**config.mk**
```make
export PLATFORM = sky130hd
export DESIGN_NAME = fpu_top
export DESIGN_NICKNAME = d
export VERILOG_FILES = /design/src/rtl/fpu_pkg.sv /design/src/rtl/fpu_div.sv /design/src/rtl/fpu_top.sv
export SDC_FILE = /design/constraint.sdc
export NUM_CORES = 2
export LEC_CHECK = 0
export ABC_AREA = 1
export BUFFER_PORTS_ARGS = -buffer_cell sky130_fd_sc_hd__buf_2
export CORE_MARGIN = 3
export CORE_UTILIZATION = 65
export DETAILED_ROUTE_END_ITERATION = 10
export HOLD_SLACK_MARGIN = 0.02
export PLACE_DENSITY = 0.93
export SLEW_MARGIN = 20
export SYNTH_ARGS = -nofsm -noshare
export SYNTH_HDL_FRONTEND = slang
export SYNTH_SLANG_ARGS = --single-unit
```
**constraint.sdc**
```tcl
create_clock -name clk -period 15.08 [get_ports clk]
set_input_delay 3.016 -clock clk [delete_from_list [all_inputs] [get_ports clk]]
set_output_delay 3.016 -clock clk [all_outputs]
set_load 0.1 [all_outputs]
```
**src/rtl/fpu_pkg.sv**
```systemverilog
// rtl/fpu_pkg.sv - shared types, constants and unpack helpers for the binary32 FPU
package fpu_pkg;

  typedef enum logic [1:0] {OP_ADD = 2'd0, OP_SUB = 2'd1, OP_MUL = 2'd2, OP_DIV = 2'd3} op_t;

  typedef enum logic [2:0] {IDLE, UNPACK, EXEC, ROUND, DONE} state_t;

  localparam int          EXP_BIAS = 127;
  localparam logic [31:0] QNAN     = 32'h7FC00000;
  localparam logic [31:0] POS_INF  = 32'h7F800000;

  // exp is a biased exponent held as 10-bit two's complement so normalised
  // subnormals can go below 1; sig always has its leading one at bit 23.
  typedef struct packed {
    logic        sign;
    logic [9:0]  exp;
    logic [23:0] sig;
    logic        is_zero;
    logic        is_inf;
    logic        is_nan;
  } ufloat_t;

  function automatic logic [4:0] f_clz27(input logic [26:0] v);
    logic [4:0] n;
    logic       found;
    n = 5'd27;
    found = 1'b0;
    for (int i = 26; i >= 0; i--) begin
      if (!found && v[i]) begin
        n = 5'(26 - i);
        found = 1'b1;
      end
    end
    return n;
  endfunction

  function automatic logic [23:0] f_norm_sig(input logic [31:0] x);
    if (x[30:23] != 8'd0) return {1'b1, x[22:0]};
    return {1'b0, x[22:0]} << f_clz27({1'b0, x[22:0], 3'b000});
  endfunction

  function automatic ufloat_t f_unpack(input logic [31:0] x);
    ufloat_t u;
    u = '0;
    u.sign    = x[31];
    u.sig     = f_norm_sig(x);
    u.is_nan  = (x[30:23] == 8'hFF) && (x[22:0] != '0);
    u.is_inf  = (x[30:23] == 8'hFF) && (x[22:0] == '0);
    u.is_zero = (x[30:0] == '0);
    if (x[30:23] != 8'd0) u.exp = {2'b00, x[30:23]};
    else                  u.exp = 10'd1 - {5'd0, f_clz27({1'b0, x[22:0], 3'b000})};
    return u;
  endfunction

endpackage

```
**src/rtl/fpu_div.sv**
```systemverilog
// rtl/fpu_div.sv - restoring radix-2 significand divider, 26 quotient bits (built with FPU_DIV_EN)
module fpu_div (
  input  logic        clk,
  input  logic        reset,
  input  logic        start,
  input  logic [24:0] dividend,
  input  logic [23:0] divisor,
  output logic        done,
  output logic [25:0] quot,
  output logic        rem_nz
);

  logic [24:0] rem;
  logic [23:0] dvs;
  logic [4:0]  cnt;

  always_ff @(posedge clk or negedge reset) begin
    if (!reset) begin
      rem  <= '0;
      dvs  <= '0;
      quot <= '0;
      cnt  <= '0;
    end else if (start) begin
      rem  <= dividend;
      dvs  <= divisor;
      quot <= '0;
      cnt  <= 5'd26;
    end else if (cnt != 5'd0) begin
      // remainder stays below the divisor, so the shift never drops a set bit
      if (rem >= {1'b0, dvs}) begin
        rem  <= (rem - {1'b0, dvs}) << 1;
        quot <= {quot[24:0], 1'b1};
      end else begin
        rem  <= rem << 1;
        quot <= {quot[24:0], 1'b0};
      end
      cnt <= cnt - 5'd1;
    end
  end

  assign done   = (cnt == 5'd1);
  assign rem_nz = (rem != '0);

endmodule

```
**src/rtl/fpu_top.sv**
```systemverilog
// rtl/fpu_top.sv - multicycle binary32 add/sub/mul/div with RNE rounding; divider built only with FPU_DIV_EN
module fpu_top
  import fpu_pkg::*;
(
  input  logic        clk,
  input  logic        reset,
  input  logic        valid,
  input  logic [31:0] din1,
  input  logic [31:0] din2,
  input  logic [1:0]  op_sel,
  output logic [31:0] result,
  output logic        ready
);

  localparam logic signed [9:0] BIAS = 10'(EXP_BIAS);

  state_t state, state_nx;
  op_t    op_r;
  logic [31:0] a_raw, b_raw;
  ufloat_t ua, ub;
  logic exec_done;

  logic        ex_special, ex_sign, pr_special, pr_sign;
  logic [31:0] ex_val, pr_val, rnd_res;
  logic signed [9:0] ex_exp, pr_exp, ea, eb, big_e, sml_e, d, r_exp;
  logic [26:0] ex_sig, pr_sig, big27, small27, diff27, r_sig;
  logic        sb_eff, sx, a_big, big_s, sml_s, round_up;
  logic [23:0] big_m, sml_m;
  logic [4:0]  sh, lz;
  logic [50:0] aligned;
  logic [27:0] s28;
  logic [47:0] prod;
  logic [24:0] r_sum;
  logic [22:0] r_frac;

`ifdef FPU_DIV_EN
  logic        div_done, div_rem_nz, ex_use_div, pr_use_div;
  logic [25:0] div_q;
  logic [23:0] na, nb;

  assign na = f_norm_sig(a_raw);
  assign nb = f_norm_sig(b_raw);

  // dividend pre-shifted when sig A < sig B so the quotient always lands in [1,2)
  fpu_div u_div (
    .clk      (clk),
    .reset    (reset),
    .start    (state == UNPACK && op_r == OP_DIV),
    .dividend ((na < nb) ? {na, 1'b0} : {1'b0, na}),
    .divisor  (nb),
    .done     (div_done),
    .quot     (div_q),
    .rem_nz   (div_rem_nz)
  );
  assign exec_done = (op_r != OP_DIV) || div_done;
`else
  assign exec_done = 1'b1;
`endif

  always_ff @(posedge clk or negedge reset) begin
    if (!reset) begin
      state      <= IDLE;
      op_r       <= OP_ADD;
      a_raw      <= '0;
      b_raw      <= '0;
      ua         <= '0;
      ub         <= '0;
      pr_special <= 1'b0;
      pr_val     <= '0;
      pr_sign    <= 1'b0;
      pr_exp     <= '0;
      pr_sig     <= '0;
`ifdef FPU_DIV_EN
      pr_use_div <= 1'b0;
`endif
      result     <= '0;
    end else begin
      state <= state_nx;
      if (state == IDLE && valid) begin
        a_raw <= din1;
        b_raw <= din2;
        op_r  <= op_t'(op_sel);
      end
      if (state == UNPACK) begin
        ua <= f_unpack(a_raw);
        ub <= f_unpack(b_raw);
      end
      if (state == EXEC && exec_done) begin
        pr_special <= ex_special;
        pr_val     <= ex_val;
        pr_sign    <= ex_sign;
        pr_exp     <= ex_exp;
        pr_sig     <= ex_sig;
`ifdef FPU_DIV_EN
        pr_use_div <= ex_use_div;
`endif
      end
      if (state == ROUND) result <= rnd_res;
    end
  end

  always_comb begin
    state_nx = state;
    ready    = 1'b0;
    case (state)
      IDLE:    if (valid) state_nx = UNPACK;
      UNPACK:  state_nx = EXEC;
      EXEC:    if (exec_done) state_nx = ROUND;
      ROUND:   state_nx = DONE;
      DONE: begin
        ready    = 1'b1;
        state_nx = IDLE;
      end
      default: state_nx = IDLE;
    endcase
  end

  // EXEC datapath: produces sign, exponent and a 27-bit significand (24 + G/R/S)
  always_comb begin
    ex_special = 1'b0;
    ex_val     = '0;
    ex_sign    = 1'b0;
    ex_exp     = '0;
    ex_sig     = '0;
`ifdef FPU_DIV_EN
    ex_use_div = 1'b0;
`endif
    ea      = $signed(ua.exp);
    eb      = $signed(ub.exp);
    sx      = ua.sign ^ ub.sign;
    sb_eff  = ub.sign ^ (op_r == OP_SUB);
    a_big   = (ea > eb) || ((ea == eb) && (ua.sig >= ub.sig));
    big_s   = a_big ? ua.sign : sb_eff;
    sml_s   = a_big ? sb_eff : ua.sign;
    big_e   = a_big ? ea : eb;
    sml_e   = a_big ? eb : ea;
    big_m   = a_big ? ua.sig : ub.sig;
    sml_m   = a_big ? ub.sig : ua.sig;
    d       = big_e - sml_e;
    sh      = (d > 10'sd27) ? 5'd27 : d[4:0];
    aligned = {sml_m, 27'b0} >> sh;
    small27 = {aligned[50:25], aligned[24] | (|aligned[23:0])};
    big27   = {big_m, 3'b000};
    s28     = {1'b0, big27} + {1'b0, small27};
    diff27  = big27 - small27;
    lz      = f_clz27(diff27);
    prod    = {24'b0, ua.sig} * {24'b0, ub.sig};
    case (op_r)
      OP_ADD, OP_SUB: begin
        if (ua.is_nan || ub.is_nan || (ua.is_inf && ub.is_inf && (ua.sign != sb_eff))) begin
          ex_special = 1'b1; ex_val = QNAN;
        end else if (ua.is_inf) begin
          ex_special = 1'b1; ex_val = {ua.sign, POS_INF[30:0]};
        end else if (ub.is_inf) begin
          ex_special = 1'b1; ex_val = {sb_eff, POS_INF[30:0]};
        end else if (ua.is_zero && ub.is_zero) begin
          ex_special = 1'b1; ex_val = {ua.sign & sb_eff, 31'b0};
        end else if (ua.is_zero || ub.is_zero) begin
          ex_sign = ua.is_zero ? sb_eff : ua.sign;
          ex_exp  = ua.is_zero ? eb : ea;
          ex_sig  = {ua.is_zero ? ub.sig : ua.sig, 3'b000};
        end else if (big_s == sml_s) begin
          ex_sign = big_s;
          if (s28[27]) begin
            ex_exp = big_e + 10'sd1;
            ex_sig = {s28[27:2], s28[1] | s28[0]};
          end else begin
            ex_exp = big_e;
            ex_sig = s28[26:0];
          end
        end else if (diff27 == '0) begin
          ex_special = 1'b1; ex_val = '0;
        end else begin
          ex_sign = big_s;
          ex_exp  = big_e - $signed({5'd0, lz});
          ex_sig  = diff27 << lz;
        end
      end
      OP_MUL: begin
        if (ua.is_nan || ub.is_nan || (ua.is_inf && ub.is_zero) || (ua.is_zero && ub.is_inf)) begin
          ex_special = 1'b1; ex_val = QNAN;
        end else if (ua.is_inf || ub.is_inf) begin
          ex_special = 1'b1; ex_val = {sx, POS_INF[30:0]};
        end else if (ua.is_zero || ub.is_zero) begin
          ex_special = 1'b1; ex_val = {sx, 31'b0};
        end else begin
          ex_sign = sx;
          if (prod[47]) begin
            ex_exp = ea + eb - BIAS + 10'sd1;
            ex_sig = {prod[47:22], |prod[21:0]};
          end else begin
            ex_exp = ea + eb - BIAS;
            ex_sig = {prod[46:21], |prod[20:0]};
          end
        end
      end
      default: begin
`ifdef FPU_DIV_EN
        if (ua.is_nan || ub.is_nan || (ua.is_zero && ub.is_zero) || (ua.is_inf && ub.is_inf)) begin
          ex_special = 1'b1; ex_val = QNAN;
        end else if (ua.is_inf || ub.is_zero) begin
          ex_special = 1'b1; ex_val = {sx, POS_INF[30:0]};
        end else if (ua.is_zero || ub.is_inf) begin
          ex_special = 1'b1; ex_val = {sx, 31'b0};
        end else begin
          ex_use_div = 1'b1;
          ex_sign    = sx;
          ex_exp     = ea - eb + BIAS - ((ua.sig < ub.sig) ? 10'sd1 : 10'sd0);
        end
`else
        ex_special = 1'b1;
        ex_val     = QNAN;
`endif
      end
    endcase
  end

  // round to nearest even, then overflow to infinity / flush below min normal
  always_comb begin
    r_sig = pr_sig;
`ifdef FPU_DIV_EN
    if (pr_use_div) r_sig = {div_q, div_rem_nz};
`endif
    round_up = r_sig[2] & (r_sig[3] | r_sig[1] | r_sig[0]);
    r_sum    = {1'b0, r_sig[26:3]} + {24'b0, round_up};
    r_exp    = pr_exp + (r_sum[24] ? 10'sd1 : 10'sd0);
    r_frac   = r_sum[24] ? r_sum[23:1] : r_sum[22:0];
    if (pr_special)            rnd_res = pr_val;
    else if (r_exp >= 10'sd255) rnd_res = {pr_sign, POS_INF[30:0]};
    else if (r_exp <= 10'sd0)   rnd_res = {pr_sign, 31'b0};
    else                        rnd_res = {pr_sign, r_exp[7:0], r_frac};
  end

endmodule

```
==> results.sh <==
export IMPL_area_growth_pct=4.55
export IMPL_die_h_um=257
export IMPL_cp_max_fo=35
export IMPL_placedCellCount=6623
export IMPL_gr_usage_all_layers_pct=44.7
export IMPL_fillers=4995
export IMPL_tritoncts="done"
export IMPL_gp_congestion=1.04
export IMPL_synth_cells=5921
export IMPL_timing_critical_path_from_type="flip-flop"
export IMPL_grt_max_degree=114
export IMPL_dr_wl_met3_um=19500
export IMPL_dp_final_hpwl_um=115000
export IMPL_vias_in_the_first_global_route=41993
export IMPL_layout_min_cycle_time_ps=13190
export IMPL_status="completed"
export IMPL_worst_skew_pair_late_latency_ps=610
export IMPL_synth_async_reset_ratio_pct=100
export IMPL_cp_data_required_time_ps=15530
export IMPL_cts_repair_resized=0
export IMPL_netlist_area_um2=41000
export IMPL_tritoncts_num_buffers=26
export IMPL_routed_wl_um=149000
export IMPL_layout_nets=6681
export IMPL_max_cap_violations=0
export IMPL_final_cycle_utilization_of_the_critical_path_pct=87.5
export IMPL_finalSetupViolCount=0
export IMPL_final_util_pct=69.1
export IMPL_timing_hold_worst_path_depth=2
export IMPL_grt_overflow_total=0
export IMPL_grt_setup_unrepaired="false"
export IMPL_floorplan_die_area_um2=66100
export IMPL_drtAntennaViolNets=0
export IMPL_number_of_flops_mapped_to_enable_cells_by_yosys=0
export IMPL_first_pass_iters=9
export IMPL_drc=0
export IMPL_cts_root_buf="sky130_fd_sc_hd__clkbuf_16"
export IMPL_fp_dieW_um=257
export IMPL_grt_pass1_wl_um=231000
export IMPL_floorplan_core_area_um2=62100
export IMPL_max_freq_mhz=75.8
export IMPL_clk_pin_slew_worst_paths_ps=60
export IMPL_post_cts_setup_buffers=0
export IMPL_cts_root_to_sink_buffers=3
export IMPL_grt_antenna_before_repair=9
export IMPL_fraction_of_final_layout_cells_with_drive_strength_greater_than_1_pct=5.19
export IMPL_criticalPathCategory="flip-flop to flip-flop"
export IMPL_route_vias_total=41395
export IMPL_critical_path_most_common_cell="sky130_fd_sc_hd__nand2_1"
export IMPL_synth_nets=6786
export IMPL_ioPinCount=102
export IMPL_highest_signal_layer="met5"
export IMPL_crit_arrival_ps=13650
export IMPL_finalWorstSetupSlack_ps=1890
export IMPL_hold_violations=0
export IMPL_synthesis_area_per_instance_um2=6.92
export IMPL_yosys_synthesis_warning_count=0
export IMPL_synth_yosys_seq_area_share_pct=13.2
export IMPL_total_clock_sinks=217
export IMPL_prevailing_post_synth_register_cell="sky130_fd_sc_hd__dfrtp_1"
export IMPL_hold_path_class="flip-flop to flip-flop"
export IMPL_relSlewSlack_pct=16.7
export IMPL_number_of_h_tree_levels=1
export IMPL_wl_met1_um=54100
export IMPL_cell_depth_of_the_worst_flop_to_flop_path=68
export IMPL_setup_worst_path_end_class="flip-flop"
export IMPL_route_met2_wl_um=64800
export IMPL_timing_max_transition_violations_final=0
export IMPL_worst_slew_pin_transition_ps=1250
export IMPL_totalNegativeSetupSlack_ps=0
export IMPL_synth_cell_types=65
export IMPL_cts_hold_repair_buffers=0
export IMPL_post_route_skew_ps=17.1
export IMPL_finalNonFillerCells=6679
export IMPL_dp_worst_setup_slack_ps=2430
export IMPL_floorplan_initialDensity_pct=66.0
export IMPL_viasPerCell=6.20
export IMPL_detail_route_iter0_violations=5518
export IMPL_critical_path_slowest_cell="sky130_fd_sc_hd__dfrtp_1"
export IMPL_ys_ff_latch=217
export IMPL_rows=91
export IMPL_drt_wirelength_per_cell_um=22.3
export IMPL_cp_slowest_stage_delay_ps=1120
export IMPL_portBuffers=101
-- layer usage --
metal,track usage [%],vias up
li1,-,18248
met1,55.8,19370
met2,68.6,2929
met3,14.0,842
met4,26.1,6
met5,0,-
-- flip-flops by register name, summed over array words and instances (netlist names) --
name        cells
pr_sig         27
pr_exp         10
op_r            2
pr_special      1
a_raw          32
pr_val          3
ua             28
b_raw          32
eb              9
state           3
ub             28
pr_sign         1
ea              9
result         32
-- Yosys cell counts, drive strengths merged, types with 10 or more instances --
library cell,count,share of area (%)
nor2,333,3.1
ha,311,9.5
inv,1166,11
a31oi,26,0.40
nor3,37,0.46
a221oi,28,0.60
clkbuf,270,2.5
dfrtp,217,13
xor2,83,1.8
a21oi,286,3.5
buf,45,0.70
o2111ai,10,0.21
o31ai,11,0.20
nor4,22,0.34
nand2,1518,14
o221ai,12,0.26
nand3,452,5.6
o21ai,327,4.0
o21bai,19,0.35
fa,485,24
a22oi,49,0.90
or2,16,0.24
nand4,42,0.69
xnor2,29,0.62
o211ai,41,0.75
-- final cells by class --
cell class	count	area [µm²]	share of cell area, %
Sequential cell	217	5430	12.7
Multi-Input combinational cell	4216	29900	69.7
Tap cell	837	1050	2.44
Clock inverter	15	263	0.613
Timing Repair Buffer	182	1120	2.60
Inverter	1173	4400	10.3
Clock buffer	33	687	1.60
Antenna cell	6	15.0	0.0350
-- worst paths after layout --
check                      slack [ps]    endpoint       start
hold / removal                    490  pr_sig[26]  pr_sig[26]
setup reg to reg                 1890   pr_exp[6]       ub[8]
setup / recovery                 1890   pr_exp[6]       ub[8]
hold reg to reg                   490  pr_sig[26]  pr_sig[26]
max in group asynchronous       11140       ub[5]       reset
min in group asynchronous        2410   result[1]       reset
-- logic make-up (layout without fill, tap and decap cells) --
group / Yosys count / in the layout / synth area share, %
AND/OR/NAND/NOR: 2439 / 2439 / 24.8
flip-flops: 217 / 217 / 13.2
AO/OA/AOI/OAI: 862 / 862 / 12.2
multiplexers: 7 / 7 / 0.177
buffers and inverters: 1488 / 1403 / 13.9
XOR/XNOR: 112 / 112 / 2.45
adder cells (fa/ha/maj): 796 / 796 / 33.2
other: 0 / 6 / 0
-- layout by cell type (no fill, tap or decap), types with 28 or more instances in the layout --
| cell | synthesis | routed |
|---|---|---|
| sky130_fd_sc_hd__a21oi_1 | 284 | 284 |
| sky130_fd_sc_hd__a221oi_1 | 28 | 28 |
| sky130_fd_sc_hd__a22oi_1 | 49 | 49 |
| sky130_fd_sc_hd__buf_2 | 20 | 103 |
| sky130_fd_sc_hd__buf_4 | 5 | 78 |
| sky130_fd_sc_hd__dfrtp_1 | 217 | 215 |
| sky130_fd_sc_hd__fa_1 | 485 | 485 |
| sky130_fd_sc_hd__ha_1 | 311 | 311 |
| sky130_fd_sc_hd__inv_1 | 1155 | 1155 |
| sky130_fd_sc_hd__nand2_1 | 1504 | 1503 |
| sky130_fd_sc_hd__nand3_1 | 447 | 446 |
| sky130_fd_sc_hd__nand4_1 | 40 | 40 |
| sky130_fd_sc_hd__nor2_1 | 322 | 318 |
| sky130_fd_sc_hd__nor3_1 | 36 | 36 |
| sky130_fd_sc_hd__o211ai_1 | 41 | 41 |
| sky130_fd_sc_hd__o21ai_0 | 306 | 306 |
| sky130_fd_sc_hd__xnor2_1 | 29 | 29 |
| sky130_fd_sc_hd__xor2_1 | 80 | 80 |
-- worst max-delay path: cells and delay by family, from the launching register on --
| family | cells | cell delay, ps |
|---|---|---|
| compound gates | 10 | 1640 |
| fa+ha+maj | 5 | 1620 |
| buf+inv | 7 | 1760 |
| xor+xnor | 1 | 400 |
| simple gates | 45 | 6460 |
| flops | 1 | 1120 |
-- metrics by stage --
stage	cell area, µm²	hold WS [ps]
2_1_floorplan	41000	449
4_1_cts	42800	485
3_3_place_gp	41900	465
3_5_place_dp	41900	468
5_1_grt	42800	515
6_report	42800	486
Power is left out: the tool's default activity adds up to more than one toggle a clock period on the data nets, which glitch-free logic cannot reach.
